**src/rtl/edp_op_seq.sv**
```systemverilog
// ---------------------------------------------------------------------------
// edp_op_seq -- EBOX datapath operand microsequencer
//
// Drives the EDP AR/BR/AD/FM control inputs for a few simple operand
// operations in place of a CRAM word stream. One command at a time is taken
// over a valid/ready handshake; operands are fetched from the cache with a
// request/valid handshake. The EDP controls step one state per eboxClk and
// the sequence ends with a one-cycle done or error pulse.
//
// Commands (cmdOp): 0 LOADAR  AR <- cache
//                   1 ADD     AR <- cache1 + cache2, carry captured
//                   2 FMWR    FM[blk,ac] <- AD (AR)
//                   3 illegal -> error pulse
//
// Ports
//   eboxClk, eboxReset_n      clock, async active-low reset
//   cmdValid/cmdReady         command handshake; cmdOp/cmdAC/cmdBlk payload
//   cacheReq/cacheValid       operand fetch handshake
//   EDP_ADcarry0              adder carry from the EDP, sampled at end of SUM
//   busy, done, error         status; done/error are one-cycle pulses
//   resultCarry               carry of the most recent ADD
//   CRAM_*, CTL_*, APR_*, CON_*  EDP controls, Moore-decoded from state
//
// Build option
//   EDP_SEQ_TIMEOUT_EN  when defined, a 4-bit wait counter aborts a cache
//                       wait to the error state after TIMEOUT cycles.
// ---------------------------------------------------------------------------
module edp_op_seq #(
  parameter logic [6:0] AD_A        = 7'o37,
  parameter logic [6:0] AD_APLUSB   = 7'o06,
  parameter logic [3:0] ADA_AR      = 4'd0,
  parameter logic [2:0] ADB_BR      = 3'd2,
  parameter logic [2:0] ARSEL_CACHE = 3'd1,
  parameter logic [2:0] ARSEL_AD    = 3'd2
`ifdef EDP_SEQ_TIMEOUT_EN
  ,
  parameter int         TIMEOUT     = 15
`endif
) (
  input  logic       eboxClk,
  input  logic       eboxReset_n,
  input  logic       cmdValid,
  output logic       cmdReady,
  input  logic [1:0] cmdOp,
  input  logic [3:0] cmdAC,
  input  logic [2:0] cmdBlk,
  output logic       cacheReq,
  input  logic       cacheValid,
  input  logic       EDP_ADcarry0,
  output logic       busy,
  output logic       done,
  output logic       error,
  output logic       resultCarry,
  output logic [6:0] CRAM_AD,
  output logic [3:0] CRAM_ADA,
  output logic [1:0] CRAM_ADA_EN,
  output logic [2:0] CRAM_ADB,
  output logic [2:0] CTL_ARL_SEL,
  output logic [2:0] CTL_ARR_SEL,
  output logic       CTL_AR00to08load,
  output logic       CTL_AR09to17load,
  output logic       CTL_ARRload,
  output logic       CRAM_BRload,
  output logic [2:0] APR_FMblk,
  output logic [3:0] APR_FMadr,
  output logic       CON_fmWrite00_17,
  output logic       CON_fmWrite18_35
);

  localparam logic [3:0] S_IDLE  = 4'd0;
  localparam logic [3:0] S_WAITC = 4'd1;
  localparam logic [3:0] S_LDAR1 = 4'd2;
  localparam logic [3:0] S_XFER  = 4'd3;
  localparam logic [3:0] S_LDAR2 = 4'd4;
  localparam logic [3:0] S_SUM   = 4'd5;
  localparam logic [3:0] S_FMW   = 4'd6;
  localparam logic [3:0] S_DONE  = 4'd7;
  localparam logic [3:0] S_ERR   = 4'd8;

  localparam logic [1:0] OP_LOADAR = 2'd0;
  localparam logic [1:0] OP_ADD    = 2'd1;
  localparam logic [1:0] OP_FMWR   = 2'd2;

  logic [3:0] state_q, state_d;
  logic [1:0] op_q;
  logic [3:0] ac_q;
  logic [2:0] blk_q;
  logic       opnd2_q, opnd2_d;   // set once the ADD's first operand is in BR
  logic       carry_q;
  logic       accept;

  assign accept = cmdValid && (state_q == S_IDLE);

`ifdef EDP_SEQ_TIMEOUT_EN
  logic [3:0] cnt_q, cnt_d;
  logic       wait_expired;

  // cnt_q counts completed WAITC cycles; it equals TIMEOUT-1 during the
  // TIMEOUT-th cycle, which is the last chance for cacheValid.
  assign wait_expired = (cnt_q == 4'(TIMEOUT - 1));

  always_comb begin
    cnt_d = cnt_q;
    if (state_q == S_WAITC && !cacheValid) cnt_d = cnt_q + 4'd1;
    if (state_d == S_WAITC && state_q != S_WAITC) cnt_d = 4'd0;
  end

  always_ff @(posedge eboxClk or negedge eboxReset_n) begin
    if (!eboxReset_n) cnt_q <= 4'd0;
    else              cnt_q <= cnt_d;
  end
`endif

  // -------------------------------------------------------------------------
  // Next state
  // -------------------------------------------------------------------------
  always_comb begin
    state_d = state_q;
    opnd2_d = opnd2_q;
    case (state_q)
      S_IDLE: begin
        if (accept) begin
          opnd2_d = 1'b0;
          case (cmdOp)
            OP_LOADAR, OP_ADD: state_d = S_WAITC;
            OP_FMWR:           state_d = S_FMW;
            default:           state_d = S_ERR;
          endcase
        end
      end
      S_WAITC: begin
        // cacheValid takes priority over an expiring wait
        if (cacheValid)        state_d = opnd2_q ? S_LDAR2 : S_LDAR1;
`ifdef EDP_SEQ_TIMEOUT_EN
        else if (wait_expired) state_d = S_ERR;
`endif
      end
      S_LDAR1: state_d = (op_q == OP_ADD) ? S_XFER : S_DONE;
      S_XFER: begin
        state_d = S_WAITC;
        opnd2_d = 1'b1;
      end
      S_LDAR2: state_d = S_SUM;
      S_SUM:   state_d = S_DONE;
      S_FMW:   state_d = S_DONE;
      S_DONE:  state_d = S_IDLE;
      S_ERR:   state_d = S_IDLE;
      default: state_d = S_IDLE;
    endcase
  end

  // -------------------------------------------------------------------------
  // State and command registers
  // -------------------------------------------------------------------------
  always_ff @(posedge eboxClk or negedge eboxReset_n) begin
    if (!eboxReset_n) begin
      state_q <= S_IDLE;
      opnd2_q <= 1'b0;
      op_q    <= 2'd0;
      ac_q    <= 4'd0;
      blk_q   <= 3'd0;
      carry_q <= 1'b0;
    end else begin
      state_q <= state_d;
      opnd2_q <= opnd2_d;
      if (accept) begin
        op_q  <= cmdOp;
        ac_q  <= cmdAC;
        blk_q <= cmdBlk;
      end
      // The EDP adder output is valid for A+B at the edge that ends SUM
      if (state_q == S_SUM) carry_q <= EDP_ADcarry0;
    end
  end

  assign resultCarry = carry_q;
  assign CRAM_ADA_EN = 2'b00;

  // -------------------------------------------------------------------------
  // Moore decode of EDP controls; all-zero means AR recirculates, no loads
  // -------------------------------------------------------------------------
  always_comb begin
    cmdReady         = (state_q == S_IDLE);
    busy             = (state_q != S_IDLE);
    done             = (state_q == S_DONE);
    error            = (state_q == S_ERR);
    cacheReq         = (state_q == S_WAITC);
    CRAM_AD          = 7'd0;
    CRAM_ADA         = 4'd0;
    CRAM_ADB         = 3'd0;
    CTL_ARL_SEL      = 3'd0;
    CTL_ARR_SEL      = 3'd0;
    CTL_AR00to08load = 1'b0;
    CTL_AR09to17load = 1'b0;
    CTL_ARRload      = 1'b0;
    CRAM_BRload      = 1'b0;
    APR_FMblk        = 3'd0;
    APR_FMadr        = 4'd0;
    CON_fmWrite00_17 = 1'b0;
    CON_fmWrite18_35 = 1'b0;
    case (state_q)
      S_LDAR1, S_LDAR2: begin
        CTL_ARL_SEL      = ARSEL_CACHE;
        CTL_ARR_SEL      = ARSEL_CACHE;
        CTL_AR00to08load = 1'b1;
        CTL_AR09to17load = 1'b1;
        CTL_ARRload      = 1'b1;
      end
      S_XFER: begin
        // BR <- AD, with AD passing AR straight through
        CRAM_AD     = AD_A;
        CRAM_ADA    = ADA_AR;
        CRAM_BRload = 1'b1;
      end
      S_SUM: begin
        CRAM_AD          = AD_APLUSB;
        CRAM_ADA         = ADA_AR;
        CRAM_ADB         = ADB_BR;
        CTL_ARL_SEL      = ARSEL_AD;
        CTL_ARR_SEL      = ARSEL_AD;
        CTL_AR00to08load = 1'b1;
        CTL_AR09to17load = 1'b1;
        CTL_ARRload      = 1'b1;
      end
      S_FMW: begin
        CRAM_AD          = AD_A;
        APR_FMblk        = blk_q;
        APR_FMadr        = ac_q;
        CON_fmWrite00_17 = 1'b1;
        CON_fmWrite18_35 = 1'b1;
      end
      default: ;
    endcase
  end

endmodule
```
**config.mk**
```make
export PLATFORM = sky130hd
export DESIGN_NAME = edp_op_seq
export DESIGN_NICKNAME = d
export VERILOG_FILES = /design/src/rtl/edp_op_seq.sv
export SDC_FILE = /design/constraint.sdc
export NUM_CORES = 1
export LEC_CHECK = 0
export CORE_MARGIN = 2
export CORE_UTILIZATION = 35
export CTS_CLUSTER_DIAMETER = 60
export DETAILED_ROUTE_END_ITERATION = 6
export PLACE_DENSITY = 0.73
export SLEW_MARGIN = 5
export SYNTH_ARGS = -nofsm -noshare
export SYNTH_HDL_FRONTEND = slang
export SYNTH_SLANG_ARGS = --single-unit
export TNS_END_PERCENT = 1
```
**constraint.sdc**
```tcl
create_clock -name eboxClk -period 1.7 [get_ports eboxClk]
set_clock_uncertainty 0.2 [all_clocks]
set_input_delay 0.34 -clock eboxClk [delete_from_list [all_inputs] [get_ports eboxClk]]
set_output_delay 0.34 -clock eboxClk [all_outputs]
set_load 0.02 [all_outputs]
```
**Yosys cells after proc, flatten, opt, wreduce, memory -nomap -nowiden**

Index checks and enable logic that the tools add are counted.

- Register bits: 15
- Bits of input ports: 14
- Word-level logic and storage cells: 47

- Muxes and demuxes: 16
- Reductions and logical operators: 12
- Equality and inequality tests: 13

Operator list:

| cell | number |
|---|---|
| one-hot mux 4 bit (6 select lines) | 1 |
| == test 4 x 3 -> 1 bit, second input constant | 4 |
| two-way mux 4 bit | 3 |
| one-hot mux 5 bit (2 select lines) | 1 |
| two-way mux 3 bit | 3 |
| == test 4 x 2 -> 1 bit, second input constant | 2 |
| one-hot mux 4 bit (2 select lines) | 1 |
| OR reduction 2 bit | 4 |
| == test 2 x 1 -> 1 bit, second input constant | 2 |
| == test 4 x 1 -> 1 bit, second input constant | 1 |
| == test 4 bit, second input constant | 1 |
| logical NOT 4 bit | 1 |
| two-way mux 1 bit | 4 |
| inequality test 2 x 1 -> 1 bit, second input constant | 2 |
| one-hot mux 2 bit (2 select lines) | 1 |
| AND reduction 2 bit | 2 |
| nonzero test 4 bit | 1 |
| OR reduction 3 bit | 1 |
| == test 2 bit, second input constant | 1 |
| logical NOT 2 bit | 1 |
| two-way mux 2 bit | 1 |
| one-hot mux 1 bit (2 select lines) | 1 |
| nonzero test 2 bit | 1 |
| logical AND 1 bit | 1 |

**Depth between registers and ports, before layout**

- Depth in word-level cells: 5
- Gate-level depth with buffers: 6

**Worst setup path before layout**

Ideal clock, no wire load.

- Kind: flip-flop to output port
- Start: register state_q[1]
- End: output port CRAM_AD[3]
- Arrival time: 1,727 ps
- Cell stages (with the launch flop): 6
- Path buffers: 2
- Setup slack: -567 ps
- Cell sequence: dfrtp_1 buf_2 nand2_1 nor3_1 or2_1 buf_4

- Longest elaborated chain between the ends: 3
- Elaborated cells on any way between the ends: 5
- Those cells by class: eq/ne: 3; mux: 1; reduce/logical: 1

RTL lines:

| item | RTL line | text |
|---|---|---|
| start: declaration | 84 | `logic [3:0] state_q, state_d;` |
| start signal: assignment | 164 | `state_q <= state_d;` |
| == test 4 x 3 -> 1 bit or == test 4 x 2 -> 1 bit (tied branches) | 201 | `case (state_q)` |
| OR reduction 2 bit (no source line) | -- |  |
| one-hot mux 5 bit (2 select lines) * | 201 |  |
| end: declaration | 54 | `output logic [6:0] CRAM_AD,` |

Mark *: on every way between the ends. The rest lies on a longest branch, timed or not.

**Worst setup path in the final report**

- Start: register state_q[2]
- End: output port CTL_AR09to17load

- Longest elaborated chain between the ends: 3
- Elaborated cells on any way between the ends: 5
- Those cells by class: eq/ne: 3; mux: 1; reduce/logical: 1

RTL lines:

| item | RTL line | text |
|---|---|---|
| == test 4 x 3 -> 1 bit or == test 4 x 2 -> 1 bit (tied branches) | 201 |  |
| OR reduction 3 bit (no source line) * | -- |  |
| two-way mux 1 bit * | 201 |  |
| end: declaration | 61 | `output logic CTL_AR09to17load,` |

Marks and branches as above.

==> results.ini <==
[clocking]
cts-root-buf = clkbuf_4
clkLatencyLatePin_ps = 290
clkTransAtPathRegs_ps = 100
clkSinkCount = 15
cts_max_level = 1
tritoncts = built
cts-hold-fix-buffers = 0
cts_made_buffers = 3
clockBufferDepth = 2

[synthesis]
synth_edf_count = 0
synth_seq_cells = 15
synth.avg_cell_area_um2 = 9.91
yosysSeqAreaShare = 0.368
yosys_warnings = 0
synth_cell_types = 31
syn_inst = 103
synthArstFlopShare = 1.00
synth_area_um2 = 1020
synth_flop_cell = dfrtp_1

[status]
violations = setup timing
status = complete, but fails checks

[floorplan]
start_util = 0.370
core_um2 = 2760
die_h_um = 58.0
boundaryPins = 55
fp.dieW_um = 58.0
rows = 19
design.die.area_um2 = 3370

[layout]
finalNonFillerCells = 187
num-nets-final = 171
final_common_cell = buf_4
area_growth_syn_to_layout_pct = 57.8
drive_gt1_frac = 0.526
finalInstanceArea_um2 = 1610
antenna_cells = 0
layout_common_cells = buf_4 (28), dfrtp_1 (13), clkdlybuf4s50_1 (13)

[timing]
whs_ps = 157
setup_viol = 39
min_period_over_period = 1.21
finalHoldViolations = 0
rsz0062_at_grt = yes
fin_ws_ps = -359
max_freq_ghz = 0.486
period_minus_slack_ps = 2060
tns_ps = -9570
drv_slew = 0

[setup_path]
cp_data_required_time_ps = 1160
crit_chain = buf_12, xnor2_4, nor3_4, or2_4, buf_2
arrival_ps = 1520
slowest_delay_ps = 480
path_buf_inv = 2
critPathMaxFanout = 5
worstSetupPathType = register to output pin
cp_top_family = flip-flops
cp-start-kind = register
end_kind = output pin
path_depth = 5
r2r-start = state_q[1]
worst_path_max_delay_cell = dfrtp_2
reg2regPathDepth = 7
startpoint = state_q[2]

[global_routing]
grt_pass1_wl_um = 3830
grt_max_degree = 16
grt_pass1_vias = 875
overflow = 0
antenna_found_initial = 0
grt_util_all_layers = 0.146

[placed_design]
globalplace.congestion = 0.819
dp_cells = 182
io_buffer_count = 42
post-place-ws_ps = -486
placed_area_um2 = 1570
detailed_place_hpwl_um = 1740

[route]
vias = 853
antenna_left = 0
wirelength_um = 2310
avgRoutedWirePerCell_um = 12.3
first_pass_iters = 4
remaining_drc_errors = 0
vias_per_cell = 4.56
drtIter0Drc = 13

[power_and_ir_drop]
p_leak_nw = 0.798
powerDensity_nw_per_um2 = 1950
ir_drop_uv = 1240

[min_path]
hp-class = primary input to asynchronous set/reset pin

[job]
drv_cap = 0

## registers in the layout, indices dropped and copies added (netlist names)
register / count
opnd2_q: 1
op_q: 2
resultCarry: 1
state_q: 4
blk_q: 3
ac_q: 4
## path summary, 6_finish.rpt
check	end	slack [ps]
max	CTL_AR09to17load	-360
min	state_q[1]	160
max reg2reg	blk_q[2]	-280
min reg2reg	blk_q[2]	310
max in group asynchronous	state_q[0]	960
min in group eboxClk	blk_q[2]	310
## per-stage QoR
step                 util  power [W]
detailed placement  0.568    0.00287
floorplan               -    0.00206
CTS                 0.581    0.00311
global route        0.584    0.00336
global placement    0.568    0.00281
finish              0.584    0.00314
## synthesized netlist by cell type, types with 2 or more instances
| master | instances | share of area |
|---|---|---|
| nor2_1 | 6 | 0.022 |
| nand2b_1 | 2 | 0.012 |
| nor2b_1 | 2 | 0.012 |
| buf_6 | 2 | 0.022 |
| mux2_4 | 8 | 0.12 |
| mux2_2 | 2 | 0.022 |
| inv_1 | 4 | 0.015 |
| buf_4 | 22 | 0.16 |
| a31oi_1 | 2 | 0.012 |
| a21oi_1 | 3 | 0.015 |
| and2_1 | 7 | 0.043 |
| nor3_1 | 3 | 0.015 |
| nand2_1 | 5 | 0.018 |
| dfrtp_1 | 15 | 0.37 |
| o21ai_0 | 3 | 0.015 |
| buf_2 | 2 | 0.0098 |
## logic make-up (layout without fill, tap and decap cells)
logic type / Yosys count / in the layout / synth area share
AOI/OAI and AO/OA: 12 / 12 / 0.0723
xor gates and xnor gates: 2 / 2 / 0.0172
muxes: 11 / 11 / 0.150
other: 1 / 12 / 0.00367
buffers and inverters: 31 / 73 / 0.212
and+or+nand+nor: 31 / 31 / 0.178
DFF: 15 / 15 / 0.368
## layer usage
metal,GRT usage,part of all wire,vias up
li1,-,-,410
met3,0.0156,0.061,6
met5,0,0,-
met2,0.281,0.56,36
met1,0.158,0.35,401
met4,0.0631,0.021,0
## what timing repair did
action | in CTS | in global routing
buffers inserted | 2 | 0
cloned | 0 | 0
pin swaps | 5 | 3
resized for setup | 151 | 6
setup endpoints to repair | 39 | 43
## final cells by class
type / count / area [um^2]
clock inverter: 1 / 5.00
timing repair buffer: 65 / 584
sequential: 15 / 378
fill: 243 / 1150
inverter: 4 / 15.0
tap: 31 / 38.8
multi-input combinational: 68 / 568
clock buffer: 3 / 22.5
## report_power, final
part / internal (W) / switching, W / total, W
clock: 0.0000874 / 0.000123 / 0.000211
combinational: 0.00119 / 0.00107 / 0.00226
sequential: 0.000535 / 0.000131 / 0.000666
total: 0.00182 / 0.00132 / 0.00314
## worst reg2reg max path: cells and delay by family, from the launching register on
family                 cells  cell delay, ps
DFF                        1             430
and+or+nand+nor            2             360
muxes                      1             300
buffers and inverters      4             580
Power figures use the tool's default switching activity.
